[config.mk]
export PLATFORM = sky130hd
export DESIGN_NAME = branch_unit
export DESIGN_NICKNAME = d
export VERILOG_FILES = /design/src/rtl/branch_unit_pkg.sv /design/src/rtl/branch_cmp.sv /design/src/rtl/branch_unit.sv
export SDC_FILE = /design/constraint.sdc
export NUM_CORES = 1
export LEC_CHECK = 0
export CAP_MARGIN = 40
export CORE_AREA = 2 2 107 109
export CTS_CLUSTER_SIZE = 24
export DETAILED_ROUTE_END_ITERATION = 8
export DIE_AREA = 0 0 109 111
export PLACE_DENSITY_LB_ADDON = 0.1
export SETUP_SLACK_MARGIN = 0.02
export SLEW_MARGIN = 20
export SYNTH_ARGS = -nofsm -noshare
export SYNTH_HDL_FRONTEND = slang
export SYNTH_SLANG_ARGS = --single-unit
[constraint.sdc]
create_clock -name clk -period 1.9 [get_ports clk]
set_input_delay 0.38 -clock clk [delete_from_list [all_inputs] [get_ports clk]]
set_output_delay 0.38 -clock clk [all_outputs]
set_load 0.02 [all_outputs]
[src/rtl/branch_unit_pkg.sv]
// Shared types for the execute-stage branch unit: operation codes, FSM
// encodings and a small alignment helper.
package branch_unit_pkg;

   localparam int OP_WIDTH       = 4;
   localparam int BR_STATE_WIDTH = 1;

   typedef logic [31:0]         word_t;
   typedef logic [OP_WIDTH-1:0] oper_t;

   localparam oper_t OP_BEQ  = 4'd1;
   localparam oper_t OP_BNE  = 4'd2;
   localparam oper_t OP_BLT  = 4'd3;
   localparam oper_t OP_BGE  = 4'd4;
   localparam oper_t OP_BLTU = 4'd5;
   localparam oper_t OP_BGEU = 4'd6;

   typedef enum logic [BR_STATE_WIDTH-1:0] {
      BR_IDLE = 1'b0,
      BR_PEND = 1'b1
   } br_state_e;

   function automatic logic is_word_aligned(input logic [1:0] addr_lsb);
      return (addr_lsb == 2'b00);
   endfunction

endpackage

[src/rtl/branch_cmp.sv]
// Branch condition evaluator: decodes the B-type op and compares the operands.
module branch_cmp
   import branch_unit_pkg::*;
(
   input  oper_t op,
   input  word_t rs1,
   input  word_t rs2,
   output logic  is_branch,
   output logic  taken
);

   // Condition decode; unknown ops are treated as non-branches.
   always_comb begin
      is_branch = 1'b1;
      taken     = 1'b0;
      case (op)
         OP_BEQ:  taken = (rs1 == rs2);
         OP_BNE:  taken = (rs1 != rs2);
         OP_BLT:  taken = ($signed(rs1) <  $signed(rs2));
         OP_BGE:  taken = ($signed(rs1) >= $signed(rs2));
         OP_BLTU: taken = (rs1 <  rs2);
         OP_BGEU: taken = (rs1 >= rs2);
         default: begin
            is_branch = 1'b0;
            taken     = 1'b0;
         end
      endcase
   end

endmodule

[src/rtl/branch_unit.sv]
// Execute-stage branch resolution with a registered redirect handshake to fetch.
// Optional dynamic-prediction support is enabled by defining BRANCH_PREDICT_EN.
module branch_unit
   import branch_unit_pkg::*;
(
   input  logic  clk,
   input  logic  rst_n,
   input  logic  valid_i,
   input  oper_t op_i,
   input  word_t pc_i,
   input  word_t imm_i,
   input  word_t rs1_data_i,
   input  word_t rs2_data_i,
`ifdef BRANCH_PREDICT_EN
   input  logic  pred_taken_i,
`endif
   output logic  redirect_valid_o,
   output word_t redirect_pc_o,
   input  logic  redirect_ready_i,
   output logic  flush_o,
   output logic  misalign_o,
   output logic  stall_o
);

   br_state_e state_r;
   br_state_e state_next_s;
   logic      is_branch_s;
   logic      taken_s;
   logic      sample_s;
   logic      need_s;
   logic      aligned_s;
   logic      go_s;
   logic      misalign_s;
   word_t     target_s;
   word_t     chosen_s;
   logic      redirect_valid_r;
   word_t     redirect_pc_r;
   logic      flush_r;
   logic      misalign_r;

   branch_cmp u_cmp (
      .op        (op_i),
      .rs1       (rs1_data_i),
      .rs2       (rs2_data_i),
      .is_branch (is_branch_s),
      .taken     (taken_s)
   );

   // The immediate is in halfword units; the shift drops its top bit on purpose.
   assign target_s = pc_i + (imm_i << 5'd1);

`ifdef BRANCH_PREDICT_EN
   word_t fall_s;
   assign fall_s = pc_i + 32'd4;

   // Redirect only on misprediction, to whichever path was actually taken.
   always_comb begin
      need_s   = (taken_s != pred_taken_i);
      chosen_s = taken_s ? target_s : fall_s;
   end
`else
   // Static not-taken: every taken branch redirects to its target.
   always_comb begin
      need_s   = taken_s;
      chosen_s = target_s;
   end
`endif

   assign stall_o    = (state_r == BR_PEND);
   assign sample_s   = valid_i && !stall_o && is_branch_s;
   assign aligned_s  = is_word_aligned(chosen_s[1:0]);
   assign go_s       = sample_s && need_s && aligned_s;
   assign misalign_s = sample_s && need_s && !aligned_s;

   // Next-state: leave IDLE on an aligned redirect, leave PEND on acceptance.
   always_comb begin
      state_next_s = state_r;
      case (state_r)
         BR_IDLE: begin
            if (go_s) state_next_s = BR_PEND;
            else      state_next_s = BR_IDLE;
         end
         BR_PEND: begin
            if (redirect_ready_i) state_next_s = BR_IDLE;
            else                  state_next_s = BR_PEND;
         end
         default: state_next_s = BR_IDLE;
      endcase
   end

   // State register.
   always_ff @(posedge clk or negedge rst_n) begin
      if (!rst_n) state_r <= BR_IDLE;
      else        state_r <= state_next_s;
   end

   // Output registers; the redirect PC is held untouched while pending.
   always_ff @(posedge clk or negedge rst_n) begin
      if (!rst_n) begin
         redirect_valid_r <= 1'b0;
         redirect_pc_r    <= 32'd0;
         flush_r          <= 1'b0;
         misalign_r       <= 1'b0;
      end else begin
         redirect_valid_r <= (state_next_s == BR_PEND);
         flush_r          <= go_s;
         misalign_r       <= misalign_s;
         if (go_s) redirect_pc_r <= chosen_s;
         else      redirect_pc_r <= redirect_pc_r;
      end
   end

   assign redirect_valid_o = redirect_valid_r;
   assign redirect_pc_o    = redirect_pc_r;
   assign flush_o          = flush_r;
   assign misalign_o       = misalign_r;

endmodule

==> impl_metrics.env <==
export IMPL_rows=39
export IMPL_synth_top_flop_cell="dfrtp_1"
export IMPL_drv_cap=0
export IMPL_area_growth_pct=102
export IMPL_reg2reg_setup_slack_ns=0.23
export IMPL_critical_path_class="in -> reg"
export IMPL_design_area_sq_mm=0.00753
export IMPL_place_ws_ns=-1.84
export IMPL_outcome="complete, but fails checks"
export IMPL_boundaryPins=172
export IMPL_antenna_cells=0
export IMPL_synth_warnings=0
export IMPL_crit_chain="buf_6, inv_2, ha_4, a21oi_2, o21ai_2, a221oi_4, o22ai_4, or3_1, o31ai_2, o31ai_2, nor4_4, buf_4, buf_12, mux2_4"
export IMPL_powerDensity_mw_per_mm2=614
export IMPL_synthArstFlopShare_pct=100
export IMPL_cts_buffers=5
export IMPL_report_final_setup_viol=35
export IMPL_reg2reg_from="redirect_valid_o$_DFF_PN0_"
export IMPL_crit_slowest_cell="or3_1"
export IMPL_met2_length_microns=6980
export IMPL_peakVddDrop_v=0.000500
export IMPL_total_power_mw=4.62
export IMPL_timing_rr_end="redirect_pc_o[4]$_DFFE_PN0P_"
export IMPL_finalClockSkew_ns=0.00349
export IMPL_startpoint_type="input port"
export IMPL_htreeDepth=2
export IMPL_dp_hpwl_microns=9520
export IMPL_fin_cells=863
export IMPL_syn_nets=626
export IMPL_synth_seq_cells=35
export IMPL_critPathRequiredTime_ns=2.06
export IMPL_grt_pass1_wl_microns=20300
export IMPL_worst_pin_slew_ns=0.496
export IMPL_worstPathArrival_ns=3.15
export IMPL_fin_ws_ns=-1.09
export IMPL_core_sq_mm=0.0111
export IMPL_hold_viol_final=0
export IMPL_initial_core_util_pct=33.6
export IMPL_relSlewSlack_pct=67.0
export IMPL_hold_buffers=0
export IMPL_post_drt_via_cell_ratio=4.99
export IMPL_syn_area_sq_mm=0.00372
export IMPL_final_cell_mix="buf_4 (109), clkdlybuf4s50_1 (94), dfrtp_1 (35), ha_4 (34), buf_6 (34)"
export IMPL_yosysSeqAreaShare_pct=23.5
export IMPL_routabilityCongestion=0.857
export IMPL_drt_initial_drc_count=101
export IMPL_post_route_min_period_ns=2.99
export IMPL_nets=918
export IMPL_synthCells=427
export IMPL_crit_family="compound AO/OA/AOI/OAI gates"
export IMPL_dp_cells=827
export IMPL_rr_worst_depth=6
export IMPL_vias=4306
export IMPL_cts_tree="done"
export IMPL_final_common_cell="buf_4"
export IMPL_grt_pass1_vias=4538
export IMPL_slowest_delay_ns=0.33
export IMPL_met3WireLength_microns=587
export IMPL_timing_fmax_ghz=0.335
export IMPL_crit_buf_inv=4
export IMPL_dr_pass1_iters=4
export IMPL_synthDistinctLibCells=57
export IMPL_routed_top_layer="met4"
export IMPL_cp_max_fo=8
export IMPL_cts_buffer_depth=2
export IMPL_ant_nets=0
export IMPL_cts_sinks=35
export IMPL_rsz0062_at_grt="true"
export IMPL_grt_overflow=0
export IMPL_path_clk_slew_ns=0.06
export IMPL_antenna_found_initial=0
export IMPL_routed_wirelength_microns=13200
export IMPL_synthesis_area_per_instance_sq_um=8.71
export IMPL_cts_root_buf="clkbuf_16"
export IMPL_hold_ws_ns=0.159
export IMPL_drive_above_1_share_pct=46.4
export IMPL_period_share_pct=157
export IMPL_drv_slew=0
export IMPL_met1_length_microns=5480
export IMPL_violations="setup timing"
export IMPL_leakage_nw=3.46
export IMPL_clock_latency_ns=0.27
export IMPL_path_common_cell="o31ai_2"
export IMPL_utilization_pct=68.0
export IMPL_die_area_sq_mm=0.0121
export IMPL_grt_max_degree=36
export IMPL_tns_ns=-35.71
export IMPL_die_width_microns=109
export IMPL_port_buffer_count=170
export IMPL_remaining_drc_errors=0
export IMPL_synth_enable_flop_cells=0
export IMPL_critPathCaptureType="flop"
export IMPL_dpl_cell_area_sq_mm=0.00643
export IMPL_wire_per_inst_microns=15.3
export IMPL_track_usage_pct=20.6
export IMPL_min_path_type="in -> async"
export IMPL_die_h_microns=111
-- where the power goes --
| part | internal, mW | leakage (nW) | switching [mW] | total (mW) |
|---|---|---|---|---|
| Combinational | 1.51 | 2.92 | 1.12 | 2.63 |
| Clock | 0.558 | 0.0772 | 0.300 | 0.858 |
| Sequential | 0.967 | 0.456 | 0.168 | 1.13 |
| Total | 3.03 | 3.46 | 1.59 | 4.62 |
-- cell type report --
class	instances	area (sq um)
inverter	46	208
tap	143	179
multi-input combinational	341	3470
timing repair buffer	290	2640
sequential	35	876
clock buffer	8	156
fill	888	3550
-- repair_timing --
action	CTS	global route
resized for setup	305	106
buffers inserted	26	6
cloned	3	0
pin swaps	56	49
endpoints found under the setup margin	35	35
-- synth_stat cells (2+ instances only) --
master / number / area, sq um
xor2_1: 12 / 105
nand2b_1: 6 / 37.5
mux2i_1: 2 / 20.0
mux2_2: 20 / 225
and4_1: 3 / 26.3
a211oi_1: 5 / 37.5
a21o_1: 11 / 82.6
xnor2_1: 14 / 123
a221oi_1: 2 / 17.5
a21oi_1: 44 / 220
ha_1: 62 / 776
nand2_1: 29 / 109
a21boi_0: 2 / 15.0
nand4_1: 10 / 62.6
buf_2: 2 / 10.0
or2_2: 2 / 12.5
inv_1: 45 / 169
nand3_1: 10 / 50.1
nor3_1: 4 / 20.0
o41a_1: 2 / 22.5
o21bai_1: 3 / 22.5
buf_4: 2 / 15.0
and3_1: 2 / 12.5
nor2b_1: 6 / 37.5
o21a_1: 4 / 30.0
o21ai_0: 17 / 85.1
nor2_1: 25 / 93.8
dfrtp_1: 35 / 876
o211ai_1: 7 / 52.6
a31oi_1: 5 / 31.3
o31ai_2: 3 / 37.5
mux2_1: 3 / 33.8
or3_1: 4 / 25.0
-- routing by layer --
metal / vias up / global-route usage, %
met1: 2030 / 24.0
met5: - / 0
met3: 10 / 2.76
met4: 0 / 4.10
li1: 2139 / -
met2: 127 / 39.4
-- how the worst max path moves through the flow --
stage,start,endpoint,slack [ns],depth (start not counted)
detailed placement,rs2_data_i[30],redirect_pc_o[12]$_DFFE_PN0P_,-1.84,13
finish,rs2_data_i[9],redirect_pc_o[4]$_DFFE_PN0P_,-1.09,14
global route,rs2_data_i[6],redirect_pc_o[18]$_DFFE_PN0P_,-1.18,16
floorplan,rs2_data_i[30],redirect_pc_o[13]$_DFFE_PN0P_,-1.03,13
global placement,rs2_data_i[30],redirect_pc_o[18]$_DFFE_PN0P_,-1.69,15
CTS,rs2_data_i[11],redirect_pc_o[12]$_DFFE_PN0P_,-1.09,15
-- worst reg2reg max path: cells and delay by family (launching register included) --
kind,cells,cell delay [ns]
simple gates,2,0.33
compound gates,1,0.16
buf+inv,2,0.34
mux,1,0.31
flops,1,0.42
-- registers in the layout, summed over array words and instances (netlist names) --
name,flops
redirect_pc_o,32
flush_o,1
misalign_o,1
redirect_valid_o,1
-- logic make-up (layout without fill, tap and decap cells) --
family / count (synthesis) / after routing / synth area share [%]
AO/OA/AOI/OAI: 119 / 119 / 20.9
XOR/XNOR: 26 / 26 / 6.12
adder cells (fa/ha/maj): 63 / 63 / 21.4
buffers and inverters: 51 / 344 / 5.62
flip-flops: 35 / 35 / 23.5
multiplexers: 25 / 25 / 7.50
AND/OR/NAND/NOR: 108 / 108 / 14.9
Power figures use the tool's default switching activity.
